`src/rtl/onehot_decoder_scan_pkg.sv`:
```
// decoder_pkg: state encoding, truncated one-hot helper and parameter checks
// shared by the one-hot decoder and its scan prescaler.
package decoder_pkg;
  localparam int unsigned MAX_N = 256;
  typedef enum logic [1:0] {IDLE, DIRECT, SCAN} state_t;
  function automatic logic [MAX_N-1:0] onehot(input int unsigned code, input int unsigned n);
    return (code < n) ? MAX_N'(1) << code : '0;
  endfunction
  function automatic bit params_ok(input int unsigned in_w, input int unsigned out_n,
                                   input int unsigned scan_div);
    return in_w >= 1 && out_n >= 2 && out_n <= MAX_N && scan_div >= 1 &&
           (in_w >= 32 || out_n <= (32'd1 << in_w));
  endfunction
endpackage

```
`src/rtl/onehot_decoder_scan_prescaler.sv`:
```
// scan_prescaler: counts 0..DIV-1 and ticks on the terminal count; clear
// holds it at zero so a new scan always starts on a full step.
module scan_prescaler #(
  parameter int unsigned DIV = 4
) (
  input  logic clk,
  input  logic rst_n,
  input  logic i_clr,
  output logic o_tick
);
  localparam int unsigned CW = (DIV > 1) ? $clog2(DIV) : 1;
  logic [CW-1:0] r_cnt;
  assign o_tick = r_cnt == CW'(DIV - 1);
  always_ff @(posedge clk or negedge rst_n) begin
    if (!rst_n) r_cnt <= '0;
    else r_cnt <= (i_clr || o_tick) ? '0 : r_cnt + 1'b1;
  end
endmodule

```
`src/rtl/onehot_decoder_scan.sv`:
```
// onehot_decoder_scan: registered binary-to-one-hot decoder with a valid/ready
// input, sticky out-of-range flag and an autonomous scanning mode.
module onehot_decoder_scan
  import decoder_pkg::*;
#(
  parameter int unsigned IN_W     = 4,
  parameter int unsigned OUT_N    = 10,
  parameter int unsigned SCAN_DIV = 4
) (
  input  logic             clk,
  input  logic             rst_n,
  input  logic             en,
  input  logic             mode,
  input  logic             in_valid,
  output logic             in_ready,
  input  logic [IN_W-1:0]  a,
  input  logic             err_clr,
  output logic [OUT_N-1:0] y,
  output logic             y_valid,
  output logic [IN_W-1:0]  idx,
  output logic             err
);
  if (!params_ok(IN_W, OUT_N, SCAN_DIV)) begin : g_bad_params
    $error("onehot_decoder_scan: illegal IN_W/OUT_N/SCAN_DIV");
  end
  state_t           r_state, w_next;
  logic [OUT_N-1:0] r_y;
  logic [IN_W-1:0]  r_idx, w_idx_next;
  logic             r_y_valid, r_err;
  logic             w_hs, w_oob, w_tick, w_scan_entry;
  always_ff @(posedge clk or negedge rst_n) begin
    if (!rst_n) r_state <= IDLE;
    else r_state <= w_next;
  end
  always_comb begin
    w_next = IDLE;
    if (en) w_next = mode ? SCAN : DIRECT;
  end
  assign in_ready     = r_state == DIRECT;
  assign w_hs         = in_valid & in_ready;
  assign w_oob        = {1'b0, a} >= (IN_W + 1)'(OUT_N);
  assign w_scan_entry = r_state != SCAN;
  assign w_idx_next   = (r_idx == IN_W'(OUT_N - 1)) ? '0 : r_idx + 1'b1;
  scan_prescaler #(.DIV(SCAN_DIV)) u_prescaler (
    .clk    (clk),
    .rst_n  (rst_n),
    .i_clr  (w_scan_entry),
    .o_tick (w_tick)
  );
  // Leaving SCAN for DIRECT falls through every branch, so the last scan output holds.
  always_ff @(posedge clk or negedge rst_n) begin
    if (!rst_n) begin
      r_y       <= '0;
      r_y_valid <= 1'b0;
      r_idx     <= '0;
      r_err     <= 1'b0;
    end else begin
      r_err <= (w_hs & w_oob) | (r_err & ~err_clr);
      if (!en) begin
        r_y       <= '0;
        r_y_valid <= 1'b0;
        r_idx     <= '0;
      end else if (mode && w_scan_entry) begin
        r_y       <= OUT_N'(onehot(0, OUT_N));
        r_y_valid <= 1'b1;
        r_idx     <= '0;
      end else if (mode && w_tick) begin
        r_y   <= OUT_N'(onehot(32'(w_idx_next), OUT_N));
        r_idx <= w_idx_next;
      end else if (!mode && w_hs) begin
        r_y       <= OUT_N'(onehot(32'(a), OUT_N));
        r_y_valid <= ~w_oob;
        r_idx     <= a;
      end
    end
  end
  assign y       = r_y;
  assign y_valid = r_y_valid;
  assign idx     = r_idx;
  assign err     = r_err;
endmodule
```
`config.mk`:
```
export PLATFORM = sky130hd
export DESIGN_NAME = onehot_decoder_scan
export DESIGN_NICKNAME = d
export VERILOG_FILES = /design/src/rtl/onehot_decoder_scan_pkg.sv /design/src/rtl/onehot_decoder_scan_prescaler.sv /design/src/rtl/onehot_decoder_scan.sv
export SDC_FILE = /design/constraint.sdc
export NUM_CORES = 1
export LEC_CHECK = 0
export BUFFER_PORTS_ARGS = -buffer_cell sky130_fd_sc_hd__buf_4
export CORE_MARGIN = 8
export CORE_UTILIZATION = 55
export CTS_BUF_LIST = sky130_fd_sc_hd__clkbuf_4 sky130_fd_sc_hd__clkbuf_8
export DETAILED_ROUTE_END_ITERATION = 7
export PLACE_DENSITY = 0.88
export SKIP_LAST_GASP = 1
export SLEW_MARGIN = 20
export SYNTH_ARGS = -nofsm -noshare
export SYNTH_HDL_FRONTEND = slang
export SYNTH_SLANG_ARGS = --single-unit
```
`constraint.sdc`:
```
create_clock -name clk -period 2 [get_ports clk]
set_clock_uncertainty 0.05 [all_clocks]
set_input_delay 0.4 -clock clk [delete_from_list [all_inputs] [get_ports clk]]
set_output_delay 0.4 -clock clk [all_outputs]
set_load 0.05 [all_outputs]
```
Word-level counts from Yosys, hierarchy flattened --
Index checks and enable logic that the tools add are counted.
Word-level totals: word-level logic and storage cells 50, input port bits 10, bits in registers 20, output and inout port bits 17
Operators by class: reductions and logical operators 6, equality and inequality tests 7, $lt $le $gt $ge 3, add/sub/neg operators 2, bitwise logic cells 6, shift-type cells 2, mux-type cells 18
Operators with widths (number):
- two-way mux 10 bit | 6
- two-way mux 4 bit | 5
- left shift 1 x 4 -> 10 bit (first input constant) | 2
- < comparator 4 bit (second input constant) | 2
- two-way mux 2 bit | 3
- adder 4 x 1 -> 4 bit (second input constant) | 1
- equality test 4 bit (second input constant) | 1
- greater-or-equal comparator 4 bit (second input constant) | 1
- two-way mux 1 bit | 4
- != test 4 x 1 -> 1 bit (second input constant) | 1
- bitwise AND 1 bit | 3
- logical AND 1 bit | 3
- != test 3 x 1 -> 1 bit (second input constant) | 1
- != test 3 bit (second input constant) | 1
- adder 2 x 1 -> 2 bit (second input constant) | 1
- equality test 2 x 1 -> 1 bit (second input constant) | 1
- equality test 2 bit (second input constant) | 1
- != test 2 bit (second input constant) | 1
- inverter 1 bit | 2
- AND reduction 2 bit | 1
- zero test 1 bit | 1
- logical OR 1 bit | 1
- OR 1 bit | 1

Longest topological paths before layout --
Gate-level depths: netlist of the first run.
depth after elaboration 7, mapped depth 6, mapped depth without buffers 5

Modules after synthesis --
A second synthesis of the first run with hierarchy kept.
Second synthesis, totals: cells, all modules 117, area, all modules 1147.4 um^2
Modules (own cells, without submodules):
- onehot_decoder_scan | instances 1, cells an instance 112, sequential area each 450.4 um^2, area an instance 1062.3 um^2
- scan_prescaler | instances 1, cells an instance 5, sequential area each 50.0 um^2, area an instance 85.1 um^2

Worst setup path after synthesis of the first run --
OpenSTA, ideal clock, no wires.
kind reg2reg, start point reg r_idx[2], in the netlist idx[2], end point reg r_y[8], in the netlist y[8], period minus slack after synthesis 1.582 ns, stages on the path, launching flop included 5, library setup time 0.090 ns, required time 1.860 ns, buffers on the path 0, setup slack 0.418 ns, data arrival time 1.442 ns, path through dfrtp_1 -> inv_1 -> nor3_2 -> a22oi_1 -> o31ai_4
On the way: longest elaborated chain between the ends 7, elaborated cells on any way between the ends 9, those cells by class add/sub (1); order compare (1); eq/ne (1); shift (1); mux (5)
Ends and longest elaborated chain:
- start: declaration | RTL line onehot_decoder_scan.sv:28 | logic [IN_W-1:0] r_idx, w_idx_next;
- start signal: assignment | RTL line onehot_decoder_scan.sv:69 | r_idx <= w_idx_next;
- adder 4 x 1 -> 4 bit / equality test 4 bit (equally long branches) | RTL line onehot_decoder_scan.sv:43 | assign w_idx_next = (r_idx == IN_W'(OUT_N - 1)) ? '0 : r_idx + 1'b1;
- two-way mux 4 bit (*) | RTL line onehot_decoder_scan.sv:43
- < comparator 4 bit / left shift 1 x 4 -> 10 bit (equally long branches) | RTL line onehot_decoder_scan_pkg.sv:7 | return (code < n) ? MAX_N'(1) << code : '0;
- two-way mux 10 bit (*) | RTL line onehot_decoder_scan_pkg.sv:7
- two-way mux 10 bit (*) | RTL line onehot_decoder_scan.sv:67 | end else if (mode && w_tick) begin
- two-way mux 10 bit (*) | RTL line onehot_decoder_scan.sv:63 | end else if (mode && w_scan_entry) begin
- two-way mux 10 bit (*) | RTL line onehot_decoder_scan.sv:59 | if (!en) begin
- end signal: assignment | RTL line onehot_decoder_scan.sv:64 | r_y <= OUT_N'(onehot(0, OUT_N));
- end signal: assignment | RTL line onehot_decoder_scan.sv:68 | r_y <= OUT_N'(onehot(32'(w_idx_next), OUT_N));
- end signal: assignment | RTL line onehot_decoder_scan.sv:71 | r_y <= OUT_N'(onehot(32'(a), OUT_N));
- end: declaration | RTL line onehot_decoder_scan.sv:27 | logic [OUT_N-1:0] r_y;
Every way passes the cells marked *; elsewhere a longest branch is shown, timed or not. A chain may end at the register's enable or synchronous reset.

Final worst setup path of the first run --
start point reg u_prescaler.r_cnt[0], end point reg r_y[8], in the netlist y[8]
On the way: longest elaborated chain between the ends 5, elaborated cells on any way between the ends 6, those cells by class eq/ne (2); mux (3); reduce/logical (1)
Ends and longest elaborated chain:
- start: declaration | RTL line onehot_decoder_scan_prescaler.sv:12 | logic [CW-1:0] r_cnt;
- start signal: assignment | RTL line onehot_decoder_scan_prescaler.sv:16 | else r_cnt <= (i_clr || o_tick) ? '0 : r_cnt + 1'b1;
- equality test 2 bit (*) | RTL line onehot_decoder_scan_prescaler.sv:13 | assign o_tick = r_cnt == CW'(DIV - 1);
- logical AND 1 bit (*) | RTL line onehot_decoder_scan.sv:67
- two-way mux 10 bit | RTL line onehot_decoder_scan.sv:67
- two-way mux 10 bit | RTL line onehot_decoder_scan.sv:63
- two-way mux 10 bit | RTL line onehot_decoder_scan.sv:59
Marks and branches as above.

==> key figures, run 1 <==
Synthesis
  – Syn Std Cell Area: 0.001142 sq mm
  – Post-synthesis mux area share: 0.8762%
  – Sequential share of the synthesized area: 43.81%
  – Main combinational cell family by area after synthesis: compound AO/OA/AOI/OAI gates
  – Post-synthesis compound-gate area fraction: 27.71%
  – Top-area cell type share of the netlist area: 43.81%
  – Number of flops mapped to enable cells by yosys: 0
  – Mapped Cells: 119
  – Synth Area in Adders: 1.095%
  – Top cells by area, synth: dfrtp_1, o21ai_1, nand2_1, a22oi_1, a32oi_1
  – Unique masters post-synth: 41
  – Synth Area in Simple Gates: 20.59%
  – Ys async rst share: 100.0%
  – Main flop type after synthesis: dfrtp_1
  – Syn nets: 130
  – Syn_area_per_cell: 9.600 sq um
  – FF+latch count, synth: 20
  – Xor/xnor cell area share of the yosys netlist: 0.7667%
  – Cell taking the most area after synthesis: dfrtp_1
  – Synth warn: 0

Layout
  – # diodes: 0
  – Share of cells above drive strength 1: 28.97%
  – Multi-input gate area: 583.1 sq um
  – Commonest non-fill, non-tap cell in the layout: buf_4
  – Most frequent cells in the layout: buf_4, dfrtp_1, o21ai_1
  – Fill cell count: 163
  – Nets: 158
  – Area delta synth->final: 20.04%
  – Register Area: 500.5 sq um

Flow run
  – Max-cap violations: 0

Placed design
  – Gpl congestion: 0.9778
  – Port bufs: 26
  – Hpwl dp: 2178 microns

Timing
  – Slew HR: 73.90%
  – Final Max Slew Viols: 0
  – Worst-margin pin slew: 391.4 ps
  – Fmax: 574.9 MHz
  – Final worst path period share: 86.97%
  – Tmin final: 1739 ps
  – Setup Total Neg Slack: 0 ps
  – RSZ-0062 raised after global routing: false
  – Endpoints failing hold: 0
  – Setup violators final: 0

Floorplanning
  – # IOs: 27
  – # rows: 16
  – Initial core utilization: 58.23%
  – Die Y: 61.58 microns
  – Die ar.: 0.003791 sq mm
  – Core area: 0.001962 sq mm
  – Die width: 61.58 microns

Global routing
  – Largest net degree at the start of global routing: 21
  – Total gr overflow: 0
  – GR Util met2: 26.14%
  – GR Layer Usage met3: 3.758%
  – First-pass GRT wire length: 4450 microns
  – GR Util met1: 18.36%
  – Vias in the first global route: 979
  – GRT Total Usage: 15.69%
  – GR peak layer: met2
  – Initial antenna violation count: 0

Setup path
  – Max Fanout on Critical Path: 9
  – WP data required: 2160 ps
  – Critical Path Sink: y[8]
  – Setup crit start: u_prescaler.r_cnt[0]
  – Worst Setup End Kind: flop
  – FF-to-FF path depth: 5
  – Startpoint types: flop
  – Reg2reg end: y[8]
  – R2r setup slk: 260 ps
  – Crit path DAT: 1900 ps
  – FF-to-FF Start: u_prescaler.r_cnt[0]
  – WS Path Type: flop to flop

CTS
  – H-tree depth: 1
  – Root Driver: clkbuf_4
  – CTS Sinks: 20
  – CTS tree: yes
  – Clock-pin transition on the worst setup and hold timing paths: 100 ps
  – Skew-Pair Late Insertion Delay: 300 ps
  – Max clock buf depth: 2
  – CTS Buf Count: 3
  – Post-CTS setup buffers: 0

Routing
  – TritonRoute pass-1 iters: 4
  – Overall routed net length: 2822 microns
  – Via density: 6.157
  – Total number of vias: 1059
  – Antenna viol nets, final: 0
  – DR iter-0 viols: 57
  – Routed wire per std cell: 16.41 microns
  – # DRC: 0

Pwr
  – VDD IR max: 0.3460 mV
  – Cell Pwr Density: 563.7 mW/mm^2
  – Leak Pwr: 0.6045 nW
  – Pwr Total: 0.7731 mW

Worst hold path
  – Worst hold path class: primary input to flop

Run status
  – Status: finished, final reports clean
## power breakdown
| group | internal, mW | switching (mW) |
|---|---|---|
| combinational | 0.0517 | 0.101 |
| sequential | 0.416 | 0.0148 |
| clock | 0.0703 | 0.119 |
## cell families (layout without fill, tap and decap cells)
logic type | count (synthesis) | in the layout
DFF | 20 | 20
and+or+nand+nor | 42 | 42
xor gates and xnor gates | 1 | 1
muxes | 1 | 1
buffers and inverters | 10 | 36
AOI/OAI and AO/OA | 44 | 44
adders and majority gates | 1 | 1
## flip-flops by register name (all words and copies together) (netlist names)
name,flops
u_prescaler.r_cnt,2
y_valid,1
err,1
idx,4
y,10
r_state,2
## layer usage
| metal | wire [microns] | part of all wire [%] |
|---|---|---|
| met5 | 0 | 0 |
| met4 | 95 | 3.4 |
| met3 | 192 | 6.8 |
| met2 | 1327 | 47 |
| met1 | 1206 | 43 |
## final cells by class
type | count | share of cell area (%)
multi-input combinational | 89 | 42.52
inverter | 5 | 1.369
tap | 27 | 2.463
clock buffer | 3 | 1.642
sequential | 20 | 36.50
timing repair buffer | 28 | 15.51
## synthesized netlist by cell type (2+ instances only)
cell and number:
dfrtp_1 20, o21ai_1 13, nand2_1 12, nor2_1 6, a22oi_1 5, inv_1 5, a21oi_1 4, a32oi_1 4
and2_1 4, o21ai_0 4, nor2b_1 3, a31oi_1 2, and3_1 2, buf_2 2, buf_6 2, nor2_2 2
nor3_1 2, nor3_2 2, o2111ai_1 2, o31ai_1 2
## how the worst min path moves through the flow
| stage | startpoint | end | slack, ps | depth (start not counted) |
|---|---|---|---|---|
| global route | err_clr | err | 210 | 2 |
| global placement | rst_n | err | 240 | 1 |
| detailed placement | rst_n | y[7] | 240 | 1 |
| CTS | err_clr | err | 220 | 2 |
| finish | err_clr | err | 220 | 2 |
| floorplan | rst_n | err | 50 | 0 |
## per-stage QoR
stage / utilization [%] / area, sq um / setup slack (ps) / instances / hold WS [ps]
floorplan: - / 1142 / 417.8 / 119 / 54.41
global placement: 68.24 / 1339 / 406.4 / 168 / 238.5
detailed placement: 68.24 / 1339 / 310.0 / 168 / 242.9
CTS: 69.90 / 1371 / 294.6 / 172 / 215.9
global route: 69.90 / 1371 / 167.1 / 172 / 213.3
finish: 69.90 / 1371 / 260.6 / 172 / 223.7
## worst max-delay path: stages, from the launching register on
cell,delay (ps)
dfrtp_1,380
ha_1,360
nand2_4,150
nor3_2,280
a22oi_1,200
o31ai_4,220
## repair_timing
action,CTS,global route
hold endpoints to repair,20,0
resized for setup,0,0
hold buffers,1,0
Note: power is estimated with default switching activity, not from simulation.
==> run 2, diff against run 1 <==
- CORE_UTILIZATION: 55 -> 49
- PLACE_DENSITY: 0.88 -> 0.84
- clock period: 2 -> 1.46 ns (I/O delays scaled with it)
==> key figures, run 2 (same netlist as run 1, synthesis figures left out) <==
Placed design
  – Gpl congestion: 0.9386 (-4.0%)
  – Post-DP Area: 0.001404 sq mm (+4.9%)
  – Port bufs: 26 (unchanged)
  – Hpwl dp: 2213 microns (+1.6%)

Timing
  – Final Max Slew Viols: 0 (unchanged)
  – Final worst setup slack: -16.85 ps (-277.4 ps)
  – Fmax: 677.1 MHz (+18%)
  – Endpoints failing hold: 0 (unchanged)
  – Slew HR: 75.01% (+1.1 points)
  – Worst-margin pin slew: 374.5 ps (-16.96 ps)
  – Final worst path period share: 101.2% (+14 points)
  – RSZ-0062 raised after global routing: true
  – Tmin final: 1477 ps (-262.6 ps)
  – Setup violators final: 2 (+2)

Routing
  – TritonRoute pass-1 iters: 4 (unchanged)
  – Antenna viol nets, final: 0 (unchanged)
  – # DRC: 0 (unchanged)
  – Via density: 5.947 (-3.4%)
  – Total number of vias: 1118 (+5.6%)
  – Routed wire per std cell: 17.23 microns (+5.0%)
  – DR iter-0 viols: 66 (+16%)
  – Overall routed net length: 3239 microns (+15%)

Global routing
  – Initial antenna violation count: 0 (unchanged)
  – GRT Total Usage: 14.57% (-1.1 points)
  – Vias in the first global route: 1057 (+8.0%)
  – Total gr overflow: 0 (unchanged)
  – GR Util met1: 17.48% (-0.88 points)
  – GR peak layer: met2
  – Largest net degree at the start of global routing: 21 (unchanged)
  – GR Util met2: 22.24% (-3.9 points)
  – GR Layer Usage met3: 6.272% (+2.5 points)
  – First-pass GRT wire length: 4864 microns (+9.3%)

Layout
  – Max reg flops: 10 (unchanged)
  – Area delta synth->final: 38.88%
  – Fill cell count: 153 (-6.1%)
  – Most frequent cells in the layout: buf_4, dfrtp_1, nand2_1
  – Share of cells above drive strength 1: 44.38% (+15 points)
  – Nets: 172 (+8.9%)
  – Fin util: 71.72% (+1.8 points)
  – Commonest non-fill, non-tap cell in the layout: buf_4
  – # diodes: 0 (unchanged)
  – Final Cell Area: 0.001587 sq mm (+16%)

Pwr
  – VDD IR max: 0.5392 mV (+56%)
  – P_sw: 0.3553 mW (+51%)
  – Seq pwr share: 50.5% (-5.2 points)
  – P_int: 0.8222 mW (+53%)
  – Sw Share: 30.17% (-0.23 points)
  – Combinational share of power: 21.7% (+1.9 points)
  – Leak Pwr: 0.6885 nW (+14%)
  – Clock power frac: 27.8% (+3.3 points)
  – Cell Pwr Density: 742.2 mW/mm^2 (+32%)

Run status
  – Violated checks: setup timing
  – Status: finished, violations left

Floorplanning
  – Initial core utilization: 51.64% (-6.6 points)
  – Die Y: 64.29 microns (+4.4%)
  – Core area: 0.002212 sq mm (+13%)
  – Die ar.: 0.004133 sq mm (+9.0%)
  – Die width: 64.29 microns (+4.4%)
  – # rows: 17 (+1)
  – # IOs: 27 (unchanged)

Setup path
  – Critical Path Sink: y[8]
  – Max Fanout on Critical Path: 4 (-5)
  – Startpoint types: flop
  – Setup crit start: r_state[1]
  – WP data required: 1640 ps (-520 ps)
  – Crit path DAT: 1660 ps (-240 ps)
  – WS Path Type: flop to flop
  – FF-to-FF Start: r_state[1]
  – Reg2reg end: y[8]
  – Worst Setup End Kind: flop
  – R2r setup slk: -20 ps (-280 ps)
  – FF-to-FF path depth: 5 (unchanged)

Worst hold path
  – Worst hold path class: primary input to flop

CTS
  – CTS Sinks: 20 (unchanged)
  – Skew-Pair Late Insertion Delay: 300 ps (about the same)
  – Root Driver: clkbuf_4
  – CTS tree: yes
  – H-tree depth: 1 (unchanged)
  – Max clock buf depth: 2 (unchanged)
  – CTS Buf Count: 3 (unchanged)
  – Clock-pin transition on the worst setup and hold timing paths: 110 ps (about the same)

Flow run
  – Max-cap violations: 0 (unchanged)
[run 2: cell count changes in the layout (fill, tap and decap cells not counted), moves of 3 or more]
cell and delta:
o21ai_2 +3, dfrtp_2 +5, dfrtp_1 -5, buf_4 +11, buf_6 +3, o21ai_1 -3
[run 2: worst min path at each step]
stage / endpoint / start / slack, ps / cells past startpoint
floorplan: err / rst_n / -50 / 0
global placement: err / rst_n / 130 / 1
detailed placement: y[7] / rst_n / 140 / 1
CTS: err / err_clr / 110 / 2
global route: err / err_clr / 80 / 2
finish: err / err_clr / 100 / 2
[run 2: power groups by stage]
stage	Sequential, mW	Combinational (mW)	Clock [mW]
5_1_grt	0.597	0.271	0.362
2_1_floorplan	0.635	0.104	0
6_report	0.595	0.255	0.328
4_1_cts	0.592	0.228	0.329
3_5_place_dp	0.602	0.216	0
3_3_place_gp	0.601	0.213	0
[run 2: area by class of cell]
type | instances | area, sq um | share of cell area (%)
Sequential cell | 20 | 506.7 | 31.94
Timing Repair Buffer | 42 | 329.1 | 20.74
Multi-Input combinational cell | 89 | 660.6 | 41.64
Inverter | 5 | 18.77 | 1.183
Clock buffer | 4 | 36.28 | 2.287
Tap cell | 28 | 35.03 | 2.208
[run 2: timing repair]
item                                    4_1_cts  5_1_grt
endpoints found under the hold margin        20        0
pin swaps                                     2        6
endpoints found under the setup margin       13       16
gates cloned                                  0        1
hold buffers                                  1        0
resized for setup                             4       17
setup buffers                                 2        3
[run 2: per-layer routing]
metal | share of wire, % | routed length (microns)
met2 | 48 | 1552
met3 | 7.9 | 257
met4 | 1.5 | 47
met5 | 0 | 0
met1 | 43 | 1382
[run 2: through the flow]
stage / instances / hold WS, ps / setup WS (ps) / total power, mW / setup TNS, ps
2_1_floorplan: 119 / -53.59 / 2.286 / 0.7392 / 0
3_5_place_dp: 177 / 136.0 / -110.8 / 0.8180 / -907.4
3_3_place_gp: 177 / 129.4 / -79.39 / 0.8137 / -594.4
4_1_cts: 184 / 107.0 / 1.150 / 1.148 / 0
5_1_grt: 188 / 84.29 / -54.35 / 1.231 / -439.7
6_report: 188 / 103.3 / -16.85 / 1.178 / -27.40
[run 2: critical path, stage by stage (launching register included)]
cell and delay [ps]:
dfrtp_2 450, nand3b_1 200, nor2_2 200, o21ai_2 110, buf_4 170, o31ai_4 220
==> run 3, diff against run 2 <==
- CORE_UTILIZATION: 49 -> 55
- PLACE_DENSITY: 0.84 -> 0.88
- clock period: 1.46 -> 1.5 ns (I/O delays scaled with it)
==> key figures, run 3 (same netlist as run 1, synthesis figures left out) <==
Routing
  – DR iter-0 viols: 61 (-7.6%)
  – Via density: 6.339 (+6.6%)
  – Antenna viol nets, final: 0 (unchanged)
  – Routed wire per std cell: 18.74 microns (+8.8%)
  – Overall routed net length: 3430 microns (+5.9%)
  – Total number of vias: 1160 (+3.8%)
  – TritonRoute pass-1 iters: 4 (unchanged)
  – # DRC: 0 (unchanged)

Layout
  – Nets: 168 (-2.3%)
  – Share of cells above drive strength 1: 40.38% (-4.0 points)
  – Max reg flops: 10 (unchanged)
  – Fill cell count: 118 (-23%)
  – # diodes: 0 (unchanged)
  – Area delta synth->final: 34.61%
  – Commonest non-fill, non-tap cell in the layout: buf_4
  – Most frequent cells in the layout: buf_4, dfrtp_1, o21ai_1
  – Fin cells: 183 (-2.7%)

CTS
  – Root Driver: clkbuf_4
  – CTS Sinks: 20 (unchanged)
  – Clock-pin transition on the worst setup and hold timing paths: 120 ps (about the same)
  – CTS Buf Count: 3 (unchanged)
  – Skew-Pair Late Insertion Delay: 310 ps (about the same)
  – H-tree depth: 1 (unchanged)
  – CTS tree: yes
  – Max clock buf depth: 2 (unchanged)

Global routing
  – Total gr overflow: 0 (unchanged)
  – First-pass GRT wire length: 5161 microns (+6.1%)
  – Vias in the first global route: 1127 (+6.6%)
  – Largest net degree at the start of global routing: 21 (unchanged)
  – GRT Total Usage: 18.31% (+3.7 points)
  – Initial antenna violation count: 0 (unchanged)

Setup path
  – FF-to-FF path depth: 5 (unchanged)
  – R2r setup slk: -30 ps (about the same)
  – Worst Setup End Kind: flop
  – WP data required: 1700 ps (+60 ps)
  – FF-to-FF Start: u_prescaler.r_cnt[0]
  – Critical Path Sink: y[0]
  – Reg2reg end: y[0]
  – Crit path DAT: 1730 ps (+70 ps)
  – Worst path slowest cell: dfrtp_1
  – Startpoint types: flop
  – WS Path Type: flop to flop
  – Max Fanout on Critical Path: 5 (+1)
  – CP max stage delay: 430 ps (-20 ps)
  – Setup crit start: u_prescaler.r_cnt[0]
  – CP Cell Sequence: ha_4 -> a211oi_2 -> nand2_1 -> and3_1 -> a21oi_1

Run status
  – Status: finished, violations left
  – Violated checks: setup timing

Timing
  – Slew HR: 71.37% (-3.6 points)
  – Final worst path period share: 101.8% (+0.69 points)
  – Worst-margin pin slew: 424.9 ps (+50.44 ps)
  – Setup violators final: 2 (unchanged)
  – Endpoints failing hold: 0 (unchanged)
  – Final Max Slew Viols: 0 (unchanged)
  – RSZ-0062 raised after global routing: true
  – Tmin final: 1528 ps (+50.88 ps)
  – Final worst setup slack: -27.72 ps (-10.88 ps)
  – Fmax: 654.6 MHz (-3.3%)

Floorplanning
  – Die Y: 61.58 microns (-4.2%)
  – # IOs: 27 (unchanged)
  – # rows: 16 (-1)
  – Die ar.: 0.003791 sq mm (-8.3%)
  – Die width: 61.58 microns (-4.2%)
  – Initial core utilization: 58.23% (+6.6 points)
  – Core area: 0.001962 sq mm (-11%)

Pwr
  – Leak Pwr: 0.6795 nW (-1.3%)
  – Pwr Total: 1.145 mW (-2.8%)
  – Cell Pwr Density: 744.7 mW/mm^2 (+0.33%)
  – VDD IR max: 0.5338 mV (-1.0%)

Placed design
  – Port bufs: 26 (unchanged)
  – Cell count after placement: 173 (-2.3%)
  – Hpwl dp: 2265 microns (+2.3%)
  – Setup WS pre-CTS: -75.59 ps (+35.16 ps)
  – Gpl congestion: 0.9273 (-1.2%)

Flow run
  – Max-cap violations: 0 (unchanged)

Worst hold path
  – Worst hold path class: primary input to flop
run 3: where the power goes:
| group | internal (mW) | switching, mW | leakage [nW] |
|---|---|---|---|
| combinational | 0.0893 | 0.156 | 0.392 |
| sequential | 0.556 | 0.0225 | 0.267 |
| clock | 0.148 | 0.173 | 0.0210 |
| total | 0.794 | 0.351 | 0.680 |
run 3: metal layers:
metal / track usage (%) / share of wire [%] / wire length (microns)
met3: 3.967 / 8.2 / 280
met5: 0 / 0 / 0
met2: 28.66 / 50 / 1716
met4: 10.71 / 2.4 / 82
met1: 22.45 / 39 / 1351
run 3: worst min path at each step:
stage | from | end | slack (ps) | depth (start not counted)
finish | err_clr | err | 110 | 2
global route | err_clr | err | 100 | 2
CTS | err_clr | err | 100 | 2
detailed placement | rst_n | y[4] | 140 | 1
global placement | rst_n | err | 140 | 1
floorplan | rst_n | err | -50 | 0
run 3: repair_timing:
item	CTS	global route
gates resized for setup	3	12
endpoints found under the setup margin	14	15
hold buffers	1	0
pin swaps	0	3
buffers inserted	3	2
endpoints found under the hold margin	20	0
run 3: per-stage QoR:
step	cell area, sq um	setup TNS (ps)	utilization, %	hold slack (ps)
2_1_floorplan	1146	0	-	-45.59
3_3_place_gp	1380	-86.22	70.34	137.7
3_5_place_dp	1380	-647.2	70.34	142.5
4_1_cts	1465	0	74.68	102.2
5_1_grt	1538	-594.9	78.38	98.93
6_report	1538	-32.63	78.38	110.5
run 3: final cells by class:
type / instances / area, sq um / share of cell area (%)
Inverter: 5 / 18.77 / 1.221
Clock buffer: 4 / 36.28 / 2.360
Multi-Input combinational cell: 89 / 648.1 / 42.15
Tap cell: 27 / 33.78 / 2.197
Timing Repair Buffer: 38 / 295.3 / 19.20
Sequential cell: 20 / 505.5 / 32.87
run 3: worst max-delay path, delay by kind of cell, from the launching register on:
family          cells  cell delay [ps]
compound gates      2              450
simple gates        2              330
flops               1              430
fa+ha+maj           1              200
